===== config.mk =====
export PLATFORM = sky130hd
export DESIGN_NAME = instr_fetch_unit
export DESIGN_NICKNAME = d
export VERILOG_FILES = /design/src/rtl/instr_fetch_unit.sv
export SDC_FILE = /design/constraint.sdc
export NUM_CORES = 1
export LEC_CHECK = 0
export BUFFER_PORTS_ARGS = -buffer_cell sky130_fd_sc_hd__buf_2
export CAP_MARGIN = 20
export CELL_PAD_IN_SITES_DETAIL_PLACEMENT = 0
export CELL_PAD_IN_SITES_GLOBAL_PLACEMENT = 1
export CORE_MARGIN = 2
export CORE_UTILIZATION = 28
export CTS_CLUSTER_DIAMETER = 80
export DETAILED_ROUTE_END_ITERATION = 12
export PLACE_DENSITY_LB_ADDON = 0.1
export SYNTH_ARGS = -nofsm -noshare
export SYNTH_HDL_FRONTEND = slang
export SYNTH_SLANG_ARGS = --single-unit

===== constraint.sdc =====
create_clock -name clk -period 4.2 [get_ports clk]
set_input_delay 0.42 -clock clk [delete_from_list [all_inputs] [get_ports clk]]
set_output_delay 0.42 -clock clk [all_outputs]
set_load 0.02 [all_outputs]

===== src/rtl/instr_fetch_unit.sv =====
// Instruction-fetch stage: PC register, combinational ROM addressing and the
// IF/ID pipeline register with valid/ready handshake, redirect and end-of-ROM halt.
//
// state | meaning
// RUN   | fetching sequentially from pc while it lies inside ROM space
// HALT  | pc ran past the ROM; idle until a branch redirect or reset
module instr_fetch_unit #(
  parameter int              PC_WIDTH       = 32,
  parameter int              ROM_ADDR_WIDTH = 6,
  parameter logic [PC_WIDTH-1:0] RESET_PC   = '0,
  parameter logic [31:0]     NOP_INSTR      = 32'h00000013
) (
  input  logic                      clk,
  input  logic                      rst_n,
  output logic [ROM_ADDR_WIDTH-1:0] rom_endereco,
  input  logic [31:0]               rom_saida,
  input  logic                      branch_taken,
  input  logic [PC_WIDTH-1:0]       branch_target,
  input  logic                      id_ready,
  output logic                      if_valid,
  output logic [31:0]               if_instr,
  output logic [PC_WIDTH-1:0]       if_pc,
  output logic                      halted,
  output logic                      misalign_err,
  output logic [15:0]               fetch_count
);

  localparam int unsigned ROM_BYTES = 2 ** ROM_ADDR_WIDTH;

  typedef enum logic {RUN, HALT} state_t;

  state_t              state, state_nxt;
  logic [PC_WIDTH-1:0] pc, pc_nxt;
  logic [PC_WIDTH-1:0] if_pc_nxt;
  logic [31:0]         if_instr_nxt;
  logic                if_valid_nxt;
  logic                misalign_nxt;
  logic [15:0]         fetch_count_nxt;
  logic                can_load;
  logic                in_rom;

  assign rom_endereco = pc[ROM_ADDR_WIDTH-1:0];
  assign halted       = (state == HALT);
  assign can_load     = !if_valid || id_ready;
  // Full-width compare so a PC with any upper bit set counts as outside ROM.
  assign in_rom       = (pc < PC_WIDTH'(ROM_BYTES));

  always_ff @(posedge clk or negedge rst_n) begin
    if (!rst_n) begin
      state        <= RUN;
      pc           <= RESET_PC;
      if_valid     <= 1'b0;
      if_instr     <= NOP_INSTR;
      if_pc        <= '0;
      misalign_err <= 1'b0;
      fetch_count  <= '0;
    end else begin
      state        <= state_nxt;
      pc           <= pc_nxt;
      if_valid     <= if_valid_nxt;
      if_instr     <= if_instr_nxt;
      if_pc        <= if_pc_nxt;
      misalign_err <= misalign_nxt;
      fetch_count  <= fetch_count_nxt;
    end
  end

  always_comb begin
    state_nxt       = state;
    pc_nxt          = pc;
    if_valid_nxt    = if_valid;
    if_instr_nxt    = if_instr;
    if_pc_nxt       = if_pc;
    misalign_nxt    = misalign_err;
    fetch_count_nxt = fetch_count;

    if (branch_taken) begin
      // Redirect flushes IF/ID regardless of stall or concurrent consume.
      pc_nxt       = {branch_target[PC_WIDTH-1:2], 2'b00};
      if_valid_nxt = 1'b0;
      if_instr_nxt = NOP_INSTR;
      state_nxt    = RUN;
      if (branch_target[1:0] != 2'b00) begin
        misalign_nxt = 1'b1;
      end
    end else begin
      case (state)
        RUN: begin
          if (can_load) begin
            if (in_rom) begin
              if_instr_nxt = rom_saida;
              if_pc_nxt    = pc;
              if_valid_nxt = 1'b1;
              pc_nxt       = pc + PC_WIDTH'(4);
              if (fetch_count != 16'hFFFF) begin
                fetch_count_nxt = fetch_count + 16'd1;
              end
            end else begin
              state_nxt    = HALT;
              if_valid_nxt = 1'b0;
              if_instr_nxt = NOP_INSTR;
            end
          end
        end
        HALT: begin
          if (id_ready) begin
            if_valid_nxt = 1'b0;
          end
        end
        default: state_nxt = RUN;
      endcase
    end
  end

endmodule

* Word level (Yosys, flattened, before mapping) *
Index checks and enable logic that the tools add are counted.

cells by class
  reduce and logical (&&, ||, !) cells = 11
  add/subtract/negate cells = 2
  bitwise logic cells = 2
  $lt $le $gt $ge = 1
  eq/ne operators = 4
  mux-type cells = 17

operators with widths
  operator                                                     count
  two-way mux 32 bit                                           8
  adder 32 x 3 -> 32 bit, second input constant                1
  less-than comparator 32 x 7 -> 1 bit, second input constant  1
  adder 16 x 1 -> 16 bit, second input constant                1
  != test 16 bit, second input constant                        1
  two-way mux 1 bit                                            8
  != test 3 bit, second input constant                         2
  AND reduction 2 bit                                          3
  nonzero test 2 bit                                           3
  AND reduction 5 bit                                          1
  AND reduction 4 bit                                          1
  AND reduction 3 bit                                          1
  != test 2 bit, second input constant                         1
  inverter 1 bit                                               2
  one-hot mux 1 bit (2 select lines)                           1
  logical NOT 1 bit                                            1
  logical OR 1 bit                                             1

storage, ports and cells
  logic and storage cells = 44
  register bits after elaboration = 115
  bits of input ports = 68
  output and inout port bits = 89

* Logic depth before layout (Yosys ltp) *
Gate-level depths: netlist of run 1.

  word-level depth = 5
  depth in mapped cells = 7
  gate-level depth less buffers = 6

* Worst setup path before layout of run 1 *
Ideal clock, no wire load.

  path kind = reg2reg
  start point = register pc[31]
  end point = register fetch_count[3]
  path buffers = 1
  required time = 4.069 ns
  setup slack = 2.074 ns
  library setup time = 0.131 ns
  arrival = 1.994 ns
  cell stages (with the launch flop) = 7
  period minus slack after synthesis = 2.126 ns
  cells stage by stage = dfrtp_1 > nor4_2 > nand4_2 > or4_1 > buf_2 > or3b_1 > xnor2_1

between the ends
  cells in the longest elaborated chain, start to end = 2

ends and longest elaborated chain
  item                                  RTL line  text
  start, declared                       33        logic [PC_WIDTH-1:0] pc, pc_nxt;
  start signal, assigned                59        pc <= pc_nxt;
  less-than comparator 32 x 7 -> 1 bit  46        assign in_rom = (pc < PC_WIDTH'(ROM_BYTES));
  AND reduction 5 bit (no source line)  -
  end signal, assigned                  64        fetch_count <= fetch_count_nxt;
  end, declared                         25        output logic [15:0] fetch_count

Every way passes these cells.
A chain may end at the register's enable or synchronous reset.

* Final worst setup path of run 1 *
  start point = register pc[24]
  end point = register fetch_count[3]

The elaborated chain is that of the path after synthesis.

==> reports/metrics.yaml, run 1 <==
outcome:
  status: "complete, no violations"
detailed_routing:
  final_antenna_net_count: 0
  wl_mm: 10.3
  wl_per_cell_microns: 15.3
  vias: 3007
  viasPerCell: 4.46
  drtIter0Drc: 193
  drt-pass1-iter-count: 4
  drc: 0
synthesis:
  synth_top_area_frac: 0.621
  synthDistinctLibCells: 35
  postSynthCellCount: 333
  ys.flop_type: "dfrtp_1"
  synth_area_leaders: "dfrtp_1 62%, mux2_2 7.2%, a22o_1 5.8%"
  async_reset_ff_frac: 1.00
  synthSimpleGateAreaFrac: 0.136
  synthAdderAreaFrac: 0.00575
  ys_ff_latch: 111
  ys_warn_count: 0
  synth-compound-area-share: 0.0747
  synth_top_family_by_area: "simple AND/OR/NAND/NOR gates"
  ys_seq_area_frac: 0.639
  synth_edf_count: 0
  synth_mux_area_frac: 0.0770
  yosysTopAreaCell: "dfrtp_1"
  synth.cell_area_sq_um: 4350
  synth-xor-area-share: 0.0322
  syn_avg_cell_area_sq_um: 13.1
min_path:
  hold_start: "branch_target[3]"
  hold_depth: 3
  hold_path_class: "in -> reg"
  whs_endpoint: "pc[3]$_DFFE_PN0P_"
critical_path:
  r2r-end: "fetch_count[3]$_DFFE_PN0P_"
  required_ns: 4.44
  startpoint_type: "register"
  critPathLaunch: "pc[24]$_DFFE_PN0P_"
  regToRegSetupSlack_ns: 1.73
  critPathArrivalTime_ns: 2.70
  reg2regPathDepth: 6
  r2r_start: "pc[24]$_DFFE_PN0P_"
  worstPathMaxFanout: 42
  endpoint_kind: "register"
  critPathKind: "reg -> reg"
die:
  initial_core_util: 0.286
  dieHeight_microns: 129
  dieArea_sq_um: 16600
  io_pins: 157
  die_x_microns: 129
  core_sq_um: 15200
  rows: 45
global_routing:
  grt_max_degree: 46
  overflow: 0
  grt_usage: 0.132
  first_global_vias: 3127
  grt_pass1_wl_mm: 16.8
  antenna_found_initial: 0
pwr:
  p_total_w: 0.00214
  vdd_drop_max_mv: 0.192
  powerDensity_nw_per_um2: 382
  leakagePower_nw: 2.86
layout:
  antenna_cells: 0
  nets: 551
  synthToLayoutAreaGrowth_pct: 28.5
  drive_above_1_share: 0.436
job:
  cap_viol_max_count: 0
timing:
  setup_slack_ns: 1.73
  hold_slack_ns: 0.282
  rsz0062_at_grt: "no"
  max_slew.worst_pin.slew_ns: 0.838
  finalCritPeriodShare: 0.587
  final_hold_viol_count: 0
  finalSetupTns_ns: 0
  setup_viol: 0
  drv_slew: 0
  period_needed_ns: 2.47
  maxSlewHeadroom: 0.441
  clock.fmax_mhz: 405
  fin_skew_ns: 0.00611
clocking:
  clockRootBuffer: "clkbuf_16"
  clkLatencyLatePin_ns: 0.35
  htreeDepth: 3
  cts_tree: "done"
  postCtsSetupBuffers: 0
  numCtsBuffers: 9
  cts_max_path_buffers: 2
  cts.sinks: 111
  path_clk_slew_ns: 0.07
placed_design:
  numPortBuffers: 152
  post-place-ws_ns: 1.73
  hpwl_mm: 7.09
  gp_congestion: 0.735
-- power breakdown --
part,internal (W),leakage (nW),total (W),switching [W]
sequential,0.00110,1.44,0.00113,0.0000250
combinational,0.0000622,1.27,0.000135,0.0000732
clock,0.000471,0.148,0.000874,0.000403
-- layout by cell type, fill, tap and decap left out, types with 2 or more instances in the layout --
| cell type | synthesis | final |
|---|---|---|
| mux2_2 | 28 | 28 |
| nand2b_1 | 5 | 5 |
| and2_1 | 27 | 27 |
| conb_1 | 1 | 4 |
| o22a_1 | 3 | 3 |
| clkbuf_16 | 0 | 9 |
| dfrtp_1 | 108 | 108 |
| xnor2_1 | 9 | 9 |
| mux2i_1 | 2 | 2 |
| a22o_1 | 29 | 29 |
| nand2_1 | 22 | 22 |
| nor3_2 | 2 | 2 |
| dfstp_2 | 3 | 3 |
| nor3_1 | 6 | 6 |
| nand4_1 | 3 | 3 |
| nor4_2 | 3 | 4 |
| buf_2 | 4 | 151 |
| a21oi_1 | 3 | 3 |
| o21ai_0 | 6 | 6 |
| xor2_1 | 7 | 7 |
| nor4_1 | 6 | 5 |
| nand3_1 | 12 | 12 |
| nor2_1 | 6 | 6 |
| inv_6 | 0 | 2 |
| and3_1 | 4 | 4 |
| ha_1 | 2 | 2 |
| inv_1 | 5 | 5 |
| buf_4 | 8 | 6 |
-- layer usage --
layer | track usage | part of all wire
met5 | 0 | 0
met4 | 0.0396 | 0.015
met2 | 0.205 | 0.46
met3 | 0.0516 | 0.068
met1 | 0.172 | 0.45
-- synth_stat cells, drive strengths merged (7+ instances only) --
library cell,n
nor3,8
a22o,29
dfrtp,108
nor4,9
buf,16
mux2,28
xnor2,9
nand2,22
xor2,7
nand3,12
clkbuf,8
and2,27
-- area by class of cell --
type	count	area, sq um
fill	1510	9610
sequential	111	2780
multi-input combinational	196	1440
timing repair buffer	158	811
tap	188	235
clock buffer	9	225
clock inverter	7	80.1
inverter	5	18.8
-- metrics by stage --
stage / instances / instance area (sq um) / util
final: 674 / 5590 / 0.368
after global routing: 674 / 5590 / 0.368
after CTS: 674 / 5590 / 0.368
after detailed placement: 657 / 5280 / 0.347
after global placement: 657 / 5280 / 0.347
after floorplan: 336 / 4360 / -
-- kinds of logic (layout without fill, tap and decap cells) --
family / after synthesis / count (layout)
buffers and inverters: 29 / 179
adder cells (fa/ha/maj): 2 / 2
other: 1 / 4
flip-flops: 111 / 111
multiplexers: 30 / 30
XOR/XNOR: 16 / 16
AND/OR/NAND/NOR: 103 / 103
AO/OA/AOI/OAI: 41 / 41
-- worst max path at each step --
stage	cells after the start	slack, ns	to
6_report	6	1.73	fetch_count[3]$_DFFE_PN0P_
2_1_floorplan	6	2.07	fetch_count[3]$_DFFE_PN0P_
3_3_place_gp	6	1.77	fetch_count[3]$_DFFE_PN0P_
5_1_grt	6	1.57	fetch_count[3]$_DFFE_PN0P_
3_5_place_dp	6	1.73	fetch_count[3]$_DFFE_PN0P_
4_1_cts	6	1.72	fetch_count[3]$_DFFE_PN0P_
-- critical path: stages (launching register included) --
cell and delay [ns]:
dfrtp_1 0.39, nor4_2 0.32, nand4_2 0.26, or4_1 0.55
buf_4 0.27, or3b_1 0.43, xnor2_1 0.13
-- timing repair --
action / CTS / global route
hold buffers: 1 / 0
hold endpoints to repair: 24 / 0
gates resized for setup: 0 / 0
-- sequential cells by signal, indices dropped and copies added, names as in the netlist --
register,count
fetch_count,16
if_pc,30
if_instr,32
if_valid,1
pc,30
halted,1
misalign_err,1
Power figures use the tool's default switching activity.
==> run 2, diff against run 1 <==
==> constraint.sdc (replaced) <==
create_clock -name clk -period 2.1 [get_ports clk]
set_input_delay 0.21 -clock clk [delete_from_list [all_inputs] [get_ports clk]]
set_output_delay 0.21 -clock clk [all_outputs]
set_load 0.02 [all_outputs]
==> run 2 against run 1 <==
Core utilization up 1.3 points. Die area unchanged. Clock power up 90%. Critical path depth up 1. Setup slack worse by 1.7 ns. Cell count up 2.1%. Combinational power up 110%. Non-clock buffer count up 14. Sequential power up 100%. Design area up 3.7%. Sequential cell count unchanged. Via count up 4.1%. Largest cell class unchanged. Highest routed layer is now met5.
==> reports/metrics.yaml, run 2 (synthesis results as in run 1) <==
outcome:
  status: "complete, no violations"
detailed_routing:
  vias: 3129  # +4.1%
  drtIter0Drc: 133  # -31%
  wl_mm: 10.3  # +0.35%
  final_antenna_net_count: 0  # unchanged
  drt-pass1-iter-count: 4  # unchanged
  drc: 0  # unchanged
  viasPerCell: 4.55  # +1.9%
  wl_per_cell_microns: 15.0  # -1.7%
critical_path:
  cp_slowest_cell: "dfrtp_1"
  r2r_start: "pc[19]$_DFFE_PN0P_"
  startpoint_type: "register"
  endpoint_kind: "register"
  critPathArrivalTime_ns: 2.28  # -0.42 ns
  worstPathMaxFanout: 7  # -83%
  critPathKind: "reg -> reg"
  regToRegSetupSlack_ns: 0.05  # -1.68 ns
  critPathTopFamily: "simple AND/OR/NAND/NOR gates"
  critical-path-max-stage-delay_ns: 0.40  # -0.15 ns
  cp_cell_sequence: "nor4_2, nand4_2, buf_4, nor4_4, buf_6, nand4_1, mux2_2"
  critPathLaunch: "pc[19]$_DFFE_PN0P_"
  critical_path_buf_inv_count: 2  # +1
  required_ns: 2.34  # -2.10 ns
layout:
  synthToLayoutAreaGrowth_pct: 33.2
  reg_top3: "if_instr (32), if_pc (30), pc (30)"
  drive_above_1_share: 0.464  # +0.0278
  post-route-util: 0.381  # +0.0135
  nets: 565  # +2.5%
  final_area_sq_um: 5800  # +3.7%
  layout_common_cells: "151 x buf_2, 108 x dfrtp_1, 29 x a22o_1, 28 x mux2_2, 27 x and2_1"
  fill_cells: 1506  # -0.26%
  final_common_cell: "buf_2"
  largest_register_ffs: 32  # unchanged
  antenna_cells: 0  # unchanged
  largest_register: "if_instr"
timing:
  period_needed_ns: 2.05  # -0.418 ns
  hold_slack_ns: 0.0793  # -0.203 ns
  fin_skew_ns: 0.00612  # +0.00000530 ns
  drv_slew: 0  # unchanged
  rsz0062_at_grt: "yes"
  finalCritPeriodShare: 0.975  # +0.388
  clock.fmax_mhz: 488  # +20%
  setup_viol: 0  # unchanged
  setup_slack_ns: 0.0520  # -1.68 ns
  final_hold_viol_count: 0  # unchanged
global_routing:
  overflow: 0  # unchanged
  antenna_found_initial: 1  # +1
  first_global_vias: 3199  # +2.3%
  grt_usage: 0.131  # -0.00159
  grt_max_degree: 67  # +46%
  grt_pass1_wl_mm: 16.7  # -0.45%
  use_met3: 0.0486  # -0.00291
  use_met2: 0.200  # -0.00498
  grt_busiest_layer: "met2"
  use_met1: 0.170  # -0.00243
pwr:
  powerDensity_nw_per_um2: 725  # +90%
  leakagePower_nw: 2.96  # +3.6%
  p_total_w: 0.00420  # +97%
  vdd_drop_max_mv: 0.502  # +160%
die:
  dieArea_sq_um: 16600  # unchanged
  core_sq_um: 15200  # unchanged
  initial_core_util: 0.286  # unchanged
  io_pins: 157  # unchanged
  rows: 45  # unchanged
  dieHeight_microns: 129  # unchanged
  die_x_microns: 129  # unchanged
min_path:
  hold_path_class: "in -> reg"
  hold_start: "branch_target[2]"
clocking:
  cts_max_path_buffers: 2  # unchanged
  numCtsBuffers: 9  # unchanged
  clockRootBuffer: "clkbuf_16"
  clkLatencyLatePin_ns: 0.35  # about the same
  htreeDepth: 3  # unchanged
  cts.sinks: 111  # unchanged
  path_clk_slew_ns: 0.07  # about the same
  cts_tree: "done"
placed_design:
  gp_congestion: 0.728  # -0.95%
  numPortBuffers: 152  # unchanged
  post-place-ws_ns: -0.152  # -1.88 ns
  hpwl_mm: 7.45  # +5.2%
  placed_cell_area_sq_um: 5400  # +2.3%
job:
  cap_viol_max_count: 0  # unchanged
run 2: cell count changes in the layout (fill, tap and decap cells not counted), moves of 3 or more:
cell / before / now
clkbuf_8: 0 / 3
buf_4: 6 / 14
nor3_2: 2 / 6
buf_12: 0 / 3
nor3_1: 6 / 1
run 2: path summary, 6_finish.rpt:
check | cells past startpoint | end
setup reg to reg | 7 | fetch_count[14]$_DFFE_PN0P_
setup / recovery | 7 | fetch_count[14]$_DFFE_PN0P_
min in group asynchronous | 3 | pc[23]$_DFFE_PN0P_
hold reg to reg | 1 | misalign_err$_DFFE_PN0P_
hold / removal | 3 | pc[2]$_DFFE_PN0P_
max in group asynchronous | 3 | if_pc[15]$_DFFE_PN0P_
run 2: where the power goes:
part	switching, W	internal, W	total, W
clock	0.000753	0.000905	0.00166
combinational	0.000148	0.000136	0.000284
sequential	0.0000575	0.00220	0.00226
run 2: final cells by class:
class | count | area, sq um | share of cell area
timing repair buffer | 172 | 968 | 0.167
tap | 188 | 235 | 0.0406
inverter | 5 | 18.8 | 0.00324
sequential | 111 | 2780 | 0.480
multi-input combinational | 196 | 1510 | 0.260
clock buffer | 14 | 274 | 0.0473
clock inverter | 2 | 13.8 | 0.00237
run 2: metrics by stage:
stage / instances / setup TNS, ns
6_report: 688 / 0
3_3_place_gp: 668 / -0.544
3_5_place_dp: 668 / -2.05
5_1_grt: 688 / -0.149
4_1_cts: 686 / 0
2_1_floorplan: 336 / -0.0248
run 2: repair_timing:
| item | CTS | global route |
|---|---|---|
| pin swaps | 3 | 9 |
| endpoints found under the hold margin | 108 | 0 |
| setup endpoints to repair | 51 | 51 |
| gates resized for setup | 5 | 10 |
| setup buffers | 1 | 2 |
| hold buffers | 1 | 0 |
run 2: worst reg2reg max path, cell delays in order, from the launching register on:
cell and delay (ns):
dfrtp_1 0.40, nor4_2 0.31, nand4_2 0.15, buf_4 0.19, nor4_4 0.31, buf_6 0.19, nand4_1 0.10, mux2_2 0.28
run 2: metal layers:
layer	wire [microns]	up-vias
li1	-	1474
met1	4680	1543
met2	4750	97
met3	723	13
met4	167	2
met5	13	-
